[config.mk]
export PLATFORM = sky130hd
export DESIGN_NAME = gen_osc_bank
export DESIGN_NICKNAME = d
export VERILOG_FILES = /design/src/rtl/gen_osc_bank.sv
export SDC_FILE = /design/constraint.sdc
export NUM_CORES = 2
export LEC_CHECK = 0
export ABC_AREA = 1
export CAP_MARGIN = 20
export CORE_MARGIN = 1.5
export CORE_UTILIZATION = 55
export CTS_BUF_LIST = sky130_fd_sc_hd__clkbuf_2
export CTS_CLUSTER_SIZE = 25
export DETAILED_ROUTE_END_ITERATION = 7
export PLACE_DENSITY = 0.73
export SYNTH_ARGS = -nofsm -noshare
export SYNTH_HDL_FRONTEND = slang
export SYNTH_SLANG_ARGS = --single-unit
[constraint.sdc]
create_clock -name i_clk48 -period 34.2 [get_ports i_clk48]
set_input_delay 10.26 -clock i_clk48 [delete_from_list [all_inputs] [get_ports i_clk48]]
set_output_delay 10.26 -clock i_clk48 [all_outputs]
set_load 0.005 [all_outputs]
[src/rtl/gen_osc_bank.sv]
// Time-multiplexed oscillator bank: one voice evaluated per clock after each
// sample tick, scaled voices summed into a saturated 16-bit sample with a strobe.
module gen_osc_voice #(
  parameter int ACC_W      = 24,
  parameter int TF_W       = 24,
  parameter int STEP_MUL   = 699,
  parameter int STEP_SHIFT = 1
) (
  input  logic             i_clk48,
  input  logic             i_rst48_n,
  input  logic             en,
  input  logic             sync,
  input  logic             pause,
  input  logic [TF_W-1:0]  targetf,
  output logic [ACC_W-1:0] acc_nxt
);
  localparam int PROD_W = TF_W + 10;

  logic [PROD_W-1:0] prod;
  logic [ACC_W-1:0]  step, acc;

  assign prod = PROD_W'(targetf) * PROD_W'(STEP_MUL);
  assign step = ACC_W'(prod >> STEP_SHIFT);

  // Sync wins over pause; the waveform is taken from this next value.
  always_comb begin
    acc_nxt = acc + step;
    if (sync)       acc_nxt = '0;
    else if (pause) acc_nxt = acc;
  end

  always_ff @(posedge i_clk48) begin
    if (!i_rst48_n) acc <= '0;
    else if (en)    acc <= acc_nxt;
  end
endmodule

module gen_osc_bank #(
  parameter int VOICES     = 4,
  parameter int ACC_W      = 24,
  parameter int TF_W       = 24,
  parameter int CLK_DIV    = 1000,
  parameter int STEP_MUL   = 699,
  parameter int STEP_SHIFT = 1
) (
  input  logic                     i_clk48,
  input  logic                     i_rst48_n,
  input  logic                     i_pause,
  input  logic [VOICES*TF_W-1:0]   i_targetf,
  input  logic [VOICES*2-1:0]      i_wave,
  input  logic [VOICES*8-1:0]      i_gain,
  input  logic [VOICES-1:0]        i_sync,
  output logic signed [15:0]       o_sample,
  output logic                     o_pulse
);
  localparam int CNT_W = (CLK_DIV > 1) ? $clog2(CLK_DIV) : 1;
  localparam int VI_W  = (VOICES > 1) ? $clog2(VOICES) : 1;
  localparam int MIX_W = 16 + $clog2(VOICES) + 1;
  localparam logic signed [MIX_W-1:0] S_MAX = MIX_W'(32767);
  localparam logic signed [MIX_W-1:0] S_MIN = MIX_W'(-32768);

  typedef enum logic [1:0] {IDLE, CALC, OUT} state_t;

  logic [VOICES-1:0][TF_W-1:0]  tf_a;
  logic [VOICES-1:0][1:0]       wave_a;
  logic [VOICES-1:0][7:0]       gain_a;
  logic [VOICES-1:0][ACC_W-1:0] acc_nxt;
  logic [VOICES-1:0]            en;

  assign tf_a   = i_targetf;
  assign wave_a = i_wave;
  assign gain_a = i_gain;

  logic [CNT_W-1:0] cnt;
  logic             tick;

  assign tick = (cnt == CNT_W'(CLK_DIV - 1));

  always_ff @(posedge i_clk48) begin
    if (!i_rst48_n) cnt <= '0;
    else            cnt <= tick ? '0 : cnt + CNT_W'(1);
  end

  state_t                   state_q, state_d;
  logic [VI_W-1:0]          v_q, v_d;
  logic signed [MIX_W-1:0]  mix_q, mix_d, scaled;

  for (genvar i = 0; i < VOICES; i++) begin : g_voice
    assign en[i] = (state_q == CALC) && (v_q == VI_W'(i));
    gen_osc_voice #(
      .ACC_W(ACC_W), .TF_W(TF_W), .STEP_MUL(STEP_MUL), .STEP_SHIFT(STEP_SHIFT)
    ) u_voice (
      .i_clk48  (i_clk48),
      .i_rst48_n(i_rst48_n),
      .en       (en[i]),
      .sync     (i_sync[i]),
      .pause    (i_pause),
      .targetf  (tf_a[i]),
      .acc_nxt  (acc_nxt[i])
    );
  end

  // Shared waveform / gain path for the voice currently in its CALC cycle.
  logic [15:0]        p, tu, m;
  logic [31:0]        sprod, m_full;
  logic signed [15:0] wav;
  logic signed [24:0] prod_g;

  assign p      = 16'(acc_nxt[v_q] >> (ACC_W - 16));
  assign tu     = p[15] ? {~p[14:0], 1'b1} : {p[14:0], 1'b0};
  assign sprod  = 32'(p[14:0]) * (32'd32768 - 32'(p[14:0]));
  assign m_full = sprod >> 13;
  assign m      = (m_full > 32'd32767) ? 16'h7FFF : m_full[15:0];

  always_comb begin
    wav = $signed(p);
    case (wave_a[v_q])
      2'd1:    wav = p[15] ? 16'sh8000 : 16'sh7FFF;
      2'd2:    wav = $signed(tu ^ 16'h8000);
      2'd3:    wav = p[15] ? -$signed(m) : $signed(m);
      default: wav = $signed(p);
    endcase
  end

  assign prod_g = wav * $signed({1'b0, gain_a[v_q]});
  assign scaled = MIX_W'(prod_g >>> 8);

  always_comb begin
    state_d = state_q;
    v_d     = v_q;
    mix_d   = mix_q;
    case (state_q)
      IDLE: if (tick) begin
        state_d = CALC;
        v_d     = '0;
        mix_d   = '0;
      end
      CALC: begin
        mix_d = mix_q + scaled;
        if (v_q == VI_W'(VOICES - 1)) state_d = OUT;
        else                          v_d     = v_q + VI_W'(1);
      end
      OUT:     state_d = IDLE;
      default: state_d = IDLE;
    endcase
  end

  function automatic logic signed [15:0] sat16(input logic signed [MIX_W-1:0] x);
    if (x > S_MAX) return 16'sh7FFF;
    if (x < S_MIN) return 16'sh8000;
    return x[15:0];
  endfunction

  always_ff @(posedge i_clk48) begin
    if (!i_rst48_n) begin
      state_q  <= IDLE;
      v_q      <= '0;
      mix_q    <= '0;
      o_sample <= '0;
      o_pulse  <= 1'b0;
    end else begin
      state_q <= state_d;
      v_q     <= v_d;
      mix_q   <= mix_d;
      o_pulse <= (state_q == OUT);
      if (state_q == OUT) o_sample <= sat16(mix_q);
    end
  end
endmodule

# == Word level (Yosys, flattened, before mapping) ==
# Cells that the tools add are included.
# totals
out_inout_bits,17
mem_bits_ro,0
latch_bits,0
ff_bits,146
word_cells,93
input_bits,143
n_memories,0
ram_bits,0
# op_classes
div,0
mul,6
n_mux,38
n_bitwise,3
addsub,9
order_cmp,4
shifts,0
eq_ne,12
n_reduce_logical,11
# ops
cell,count
24-bit 2-to-1 mux,9
16-bit 2-to-1 mux,8
"24-bit by 10-bit multiplier with 25-bit output, second input constant",4
24-bit adder,4
24-bit binary-select mux with 2-bit select,1
16-bit case mux with 3 select lines,1
19-bit case mux with 2 select lines,1
16-bit by 17-bit multiplier with 32-bit output,1
16-bit by 9-bit multiplier with 25-bit output,1
19-bit by 17-bit adder with 19-bit output,1
"19-bit by 15-bit > comparator with 1-bit output, second input constant",1
"19-bit by 16-bit > comparator with 1-bit output, second input constant",1
"19-bit by 16-bit less-than comparator with 1-bit output, second input constant",1
19-bit 2-to-1 mux,1
"16-bit by 15-bit subtractor with 17-bit output, first input constant",1
8-bit binary-select mux with 2-bit select,1
16-bit negator,1
15-bit NOT,1
"10-bit by 1-bit adder with 10-bit output, second input constant",1
"10-bit == test, second input constant",1
"2-bit == test, second input constant",5
2-bit 2-to-1 mux,5
8-bit 2-to-1 mux,1
2-bit case mux with 2 select lines,2
other kinds (14),29

# == Depth between registers and ports, before layout ==
# depth
depth_word,16
ltp_mapped,122
ltp_nobuf,122

# == Modules after synthesis ==
# Synthesis repeated with hierarchy kept, for this count alone.
# unflattened
hier_cells,6303
area_unflattened_um2,45469.9
# modules_own_cells
module,cells_each,instances,seq_area_each_um2,area_per_inst_um2
gen_osc_bank,2490,1,1001.0,17639.4
gen_osc_voice (g_voice[1].u_voice ...),955,2,480.5,6979.2
gen_osc_voice (g_voice[0].u_voice),949,1,480.5,6949.2
gen_osc_voice (g_voice[3].u_voice),954,1,480.5,6922.9

# == Least setup slack after synthesis ==
# No wires, ideal clock.
# synth_path
path_type,input to register
start,input port i_targetf[5]
end,register mix_q[18]
t_arrival_ns,28.352
n_path_buf,2
cell_stages,106
path_slack_ns,5.781
setup_ns,0.067
t_required_ns,34.133
cell_sequence,ha_1 -> inv_1 -> fa_1 -> fa_1 -> inv_1 -> fa_1 -> inv_1 -> fa_1 -> inv_1 -> ha_1 -> nand2_1 -> o21ai_0 -> nand2_1 -> nand2_1 -> a21oi_1 -> o21ai_0 -> nand3_1 -> nand2_1 -> (+70 left out) -> nor2_1 -> o21ai_0 -> nand2_1 -> nand3_1 -> nand2_1 -> a21oi_1 -> o21bai_1 -> nand2_1 -> nand2_1 -> a21oi_1 -> nor2_1 -> o21ai_0 -> nand2_1 -> xor2_1 -> inv_1 -> nand3_1 -> nand3_2 -> a21oi_2
# synth_between
elab_chain_cells,16
elab_cells_between_ends,20
classes_between,4 x add/sub; 3 x mul; 1 x order compare; 10 x mux; 2 x bitwise
# synth_rtl
item,line,source
start: declaration,49,"input logic [VOICES*TF_W-1:0] i_targetf,"
24-bit by 10-bit multiplier with 25-bit output *,22,assign prod = PROD_W'(targetf) * PROD_W'(STEP_MUL);
24-bit adder *,27,acc_nxt = acc + step;
24-bit 2-to-1 mux *,29,else if (pause) acc_nxt = acc;
24-bit 2-to-1 mux *,28,if (sync) acc_nxt = '0;
24-bit binary-select mux with 2-bit select *,109,assign p = 16'(acc_nxt[v_q] >> (ACC_W - 16));
24-bit 2-to-1 mux (implied by the code) *,109,
16-bit by 15-bit subtractor with 17-bit output,111,assign sprod = 32'(p[14:0]) * (32'd32768 - 32'(p[14:0]));
16-bit by 17-bit multiplier with 32-bit output,111,
19-bit by 15-bit > comparator with 1-bit output,113,assign m = (m_full > 32'd32767) ? 16'h7FFF : m_full[15:0];
16-bit 2-to-1 mux,113,
16-bit negator,120,2'd3: wav = p[15] ? -$signed(m) : $signed(m);
16-bit 2-to-1 mux,120,
16-bit case mux with 3 select lines *,117,case (wave_a[v_q])
16-bit by 9-bit multiplier with 25-bit output *,125,"assign prod_g = wav * $signed({1'b0, gain_a[v_q]});"
19-bit by 17-bit adder with 19-bit output *,139,mix_d = mix_q + scaled;
19-bit case mux with 2 select lines *,132,case (state_q)
end signal: assignment,164,mix_q <= mix_d;
end: declaration,86,"logic signed [MIX_W-1:0] mix_q, mix_d, scaled;"
# Every way passes the cells marked *; elsewhere a longest branch is shown, timed or not. The select of a mux whose other input is x is not followed.
# A chain may end at the register's enable or synchronous reset.

# == Final worst setup path ==
# layout_path
start,input port i_targetf[7]
end,register mix_q[18]
# Same word-level chain as after synthesis.

==> impl_metrics.yaml <==
synthesis:
  synth_area_mm2: 0.0426
  synth_edf_count: 0
  ys.warnings.count: 0
  ys_ff_latch: 146
  synthXorXnorAreaFrac: 0.0380
  synth_seq_area_share: 0.0686
  synthAdderAreaFrac: 0.470
  synthFlopType: "dfxtp_1"
  synth_compound_area_frac: 0.116
  synth.distinct_cells: 68
  synth_top_family_by_area: "adder cells"
  synth-simple-area-share: 0.171
  synthMuxAreaShare: 0
  synth_async_sr_flop_share: 0
  synthCells: 5619
  synth.avg_cell_area_um2: 7.59
global_route:
  use_met1: 0.357
  antenna_found_initial: 8
  grt_pass1_vias: 36016
  top_usage_layer: "met2"
  grt_max_degree: 67
  use_met3: 0.0345
  grt_pass1_wl_mm: 175
  grt.overflow.total: 0
  track_usage: 0.272
  use_met2: 0.472
detailed_routing:
  ant_nets: 0
  drc: 0
  drt-total-wl_mm: 103
  drt_iter0_drc: 1922
  vias: 35622
  post_drt_wl_per_cell_um: 15.3
  firstDrtPassIters: 5
  via_per_inst: 5.26
worst_setup_path:
  crit_type: "in2reg"
  slowest_stage: "clkdlybuf4s50_1"
  crit_path_max_fanout: 16
  max_stage_delay_ps: 640
  end_kind: "flip-flop"
  crit_arrival_ps: 31570
  startpoint_type: "input pin"
  worstPathRequired_ps: 35210
timing:
  drv_slew: 0
  setup_tns_ps: 0
  post-route-period-util: 0.894
  hold_viol_final: 0
  setup_violations: 0
  worst_pin_slew_ps: 920
  fmax_mhz: 32.7
  slew-limit-headroom: 0.386
  min_period_ps: 30560
  rsz0062_at_grt: "false"
  fin_worst_skew_ps: 56.2
clocking:
  post_cts_buffers: 0
  cts_buffers: 17
  cts_tree: "built"
  clk_latency_ps: 1040
  clk_pin_slew_ps: 310
  ctsRootBufferMaster: "clkbuf_2"
  cts_resized: 0
  clock_sinks: 146
  htree_levels: 4
  ctsHoldBuffers: 0
  clock_path_buffers: 2
die:
  num_io_pins: 160
  rows: 101
  die-area_mm2: 0.0792
  core_mm2: 0.0763
  fp.dieW_um: 281
  initial_core_util: 0.558
  die_h_um: 281
layout:
  multi_input_area_mm2: 0.0339
  drive_gt1_frac: 0.0497
  final_core_utilization: 0.597
  layout.cells.non_filler: 6768
  finalNetCount: 7093
  seqCellArea_mm2: 0.00292
  area_growth_pct: 6.81
  fillers: 7175
flow_run:
  maxCapViolations: 0
placement:
  globalplace.congestion: 0.990
  dpl.cell_count: 6733
  portBuffers: 159
  place_hpwl_mm: 88.6
run_status:
  status: "finished, final reports clean"
worst_hold_path:
  hold_class: "reg2reg"
==> per-stage QoR <==
step                      setup slack [ps]  hold slack, ps  instance area, µm²
after detailed placement              2690             458               45300
after CTS                             3830             486               45500
after global routing                  1980             505               45500
final                                 3640             484               45500
after global placement                2830             446               45300
after floorplan                       5780             430               42700
==> Yosys cell counts (4+ instances only) <==
library cell / count / area share
nor3_2: 7 / 0.0016
o21a_1: 5 / 0.00088
nand2_1: 857 / 0.075
nor4_1: 5 / 0.00073
inv_2: 38 / 0.0033
nand3_2: 24 / 0.0056
buf_2: 23 / 0.0027
nand2_2: 26 / 0.0038
o22ai_1: 4 / 0.00059
o211ai_1: 51 / 0.0090
a32oi_1: 6 / 0.0012
xnor2_1: 77 / 0.016
or2_1: 5 / 0.00073
buf_1: 22 / 0.0019
o21ai_2: 14 / 0.0029
inv_1: 1382 / 0.12
fa_1: 622 / 0.29
ha_1: 606 / 0.18
or2_2: 60 / 0.0088
nor2_2: 14 / 0.0021
clkinv_1: 5 / 0.00044
a21oi_2: 9 / 0.0018
nand3_1: 186 / 0.022
nand4_1: 31 / 0.0045
a31oi_1: 30 / 0.0044
xor2_1: 108 / 0.022
o31ai_1: 4 / 0.00070
nor3_1: 28 / 0.0033
a21boi_1: 11 / 0.0019
nor2_1: 388 / 0.034
o21ai_1: 53 / 0.0062
o21ai_0: 190 / 0.022
a21oi_1: 382 / 0.045
nand3b_1: 7 / 0.0012
dfxtp_1: 146 / 0.069
nand2_4: 7 / 0.0018
a211oi_1: 20 / 0.0035
o21bai_1: 33 / 0.0058
a21o_1: 26 / 0.0046
clkbuf_1: 63 / 0.0055
==> cell usage in the layout (no fill, tap or decap), types with 5 or more instances in the layout <==
| cell type | Yosys | routed |
|---|---|---|
| inv_1 | 1382 | 1381 |
| clkbuf_2 | 0 | 17 |
| dfxtp_1 | 146 | 145 |
| o21bai_1 | 33 | 33 |
| a32oi_1 | 6 | 6 |
| nand2_4 | 7 | 7 |
| a21boi_1 | 11 | 11 |
| or2_1 | 5 | 5 |
| o21ai_1 | 53 | 53 |
| o21ai_2 | 14 | 14 |
| nand4_1 | 31 | 31 |
| inv_2 | 38 | 39 |
| fa_1 | 622 | 622 |
| nand2_2 | 26 | 26 |
| nor3_1 | 28 | 28 |
| nor2_1 | 388 | 388 |
| clkinv_8 | 0 | 5 |
| conb_1 | 2 | 16 |
| xnor2_1 | 77 | 77 |
| a211oi_1 | 20 | 20 |
| a21oi_1 | 382 | 382 |
| nand3b_1 | 7 | 7 |
| o21ai_0 | 190 | 190 |
| ha_1 | 606 | 606 |
| nor2_2 | 14 | 14 |
| nor4_1 | 5 | 5 |
| o21a_1 | 5 | 5 |
| a21o_1 | 26 | 26 |
| buf_4 | 3 | 23 |
| o211ai_1 | 51 | 51 |
| nand3_1 | 186 | 186 |
| nand2_1 | 857 | 857 |
| a21oi_2 | 9 | 9 |
| xor2_1 | 108 | 108 |
| nor3_2 | 7 | 7 |
| nand3_2 | 24 | 24 |
| clkdlybuf4s50_1 | 0 | 157 |
| a31oi_1 | 30 | 30 |
| or2_2 | 60 | 60 |
==> worst max-delay path: cells and delay by family <==
kind                       cells  cell delay, ps
adders and majority gates     22            9370
buffers and inverters         19            2450
xor gates and xnor gates       4             760
and+or+nand+nor               41            5240
AOI/OAI and AO/OA             19            3420
==> path summary, 6_finish.rpt <==
| path | cells after the start | end | startpoint | slack, ps |
|---|---|---|---|---|
| setup / recovery | 105 | mix_q[18] | i_targetf[7] | 3640 |
| hold / removal | 2 | o_sample[15] | o_sample[15] | 480 |
| setup reg to reg | 90 | mix_q[18] | g_voice[1].u_voice.acc[0] | 16270 |
| hold reg to reg | 2 | o_sample[15] | o_sample[15] | 480 |
==> layer usage <==
layer,part of all wire,vias up
met5,0.00043,-
met4,0.024,8
met3,0.052,179
met2,0.48,830
met1,0.44,17033
li1,-,17572
==> cell families after synthesis <==
kind of cell               Yosys count
other                                2
DFF                                146
buffers and inverters             1538
AOI/OAI and AO/OA                  860
xor gates and xnor gates           185
and+or+nand+nor                   1660
adders and majority gates         1228
==> layout make-up <==
type,count,area share
Multi-Input combinational cell,3949,0.745
Inverter,1426,0.118
Sequential cell,146,0.0642
Timing Repair Buffer,182,0.0385
Tap cell,1030,0.0283
Clock inverter,15,0.00393
Clock buffer,17,0.00187
Antenna cell,3,0.000165
==> flip-flops by register name, summed over array words and instances, names as in the netlist <==
| register | count |
|---|---|
| g_voice.u_voice.acc | 96 |
| mix_q | 19 |
| o_sample | 16 |
| cnt | 10 |
| state_q | 2 |
| v_q | 2 |
| o_pulse | 1 |
Power is not shown: default switching activity piles up to over one toggle a cycle in this logic, so the estimate is an artifact.
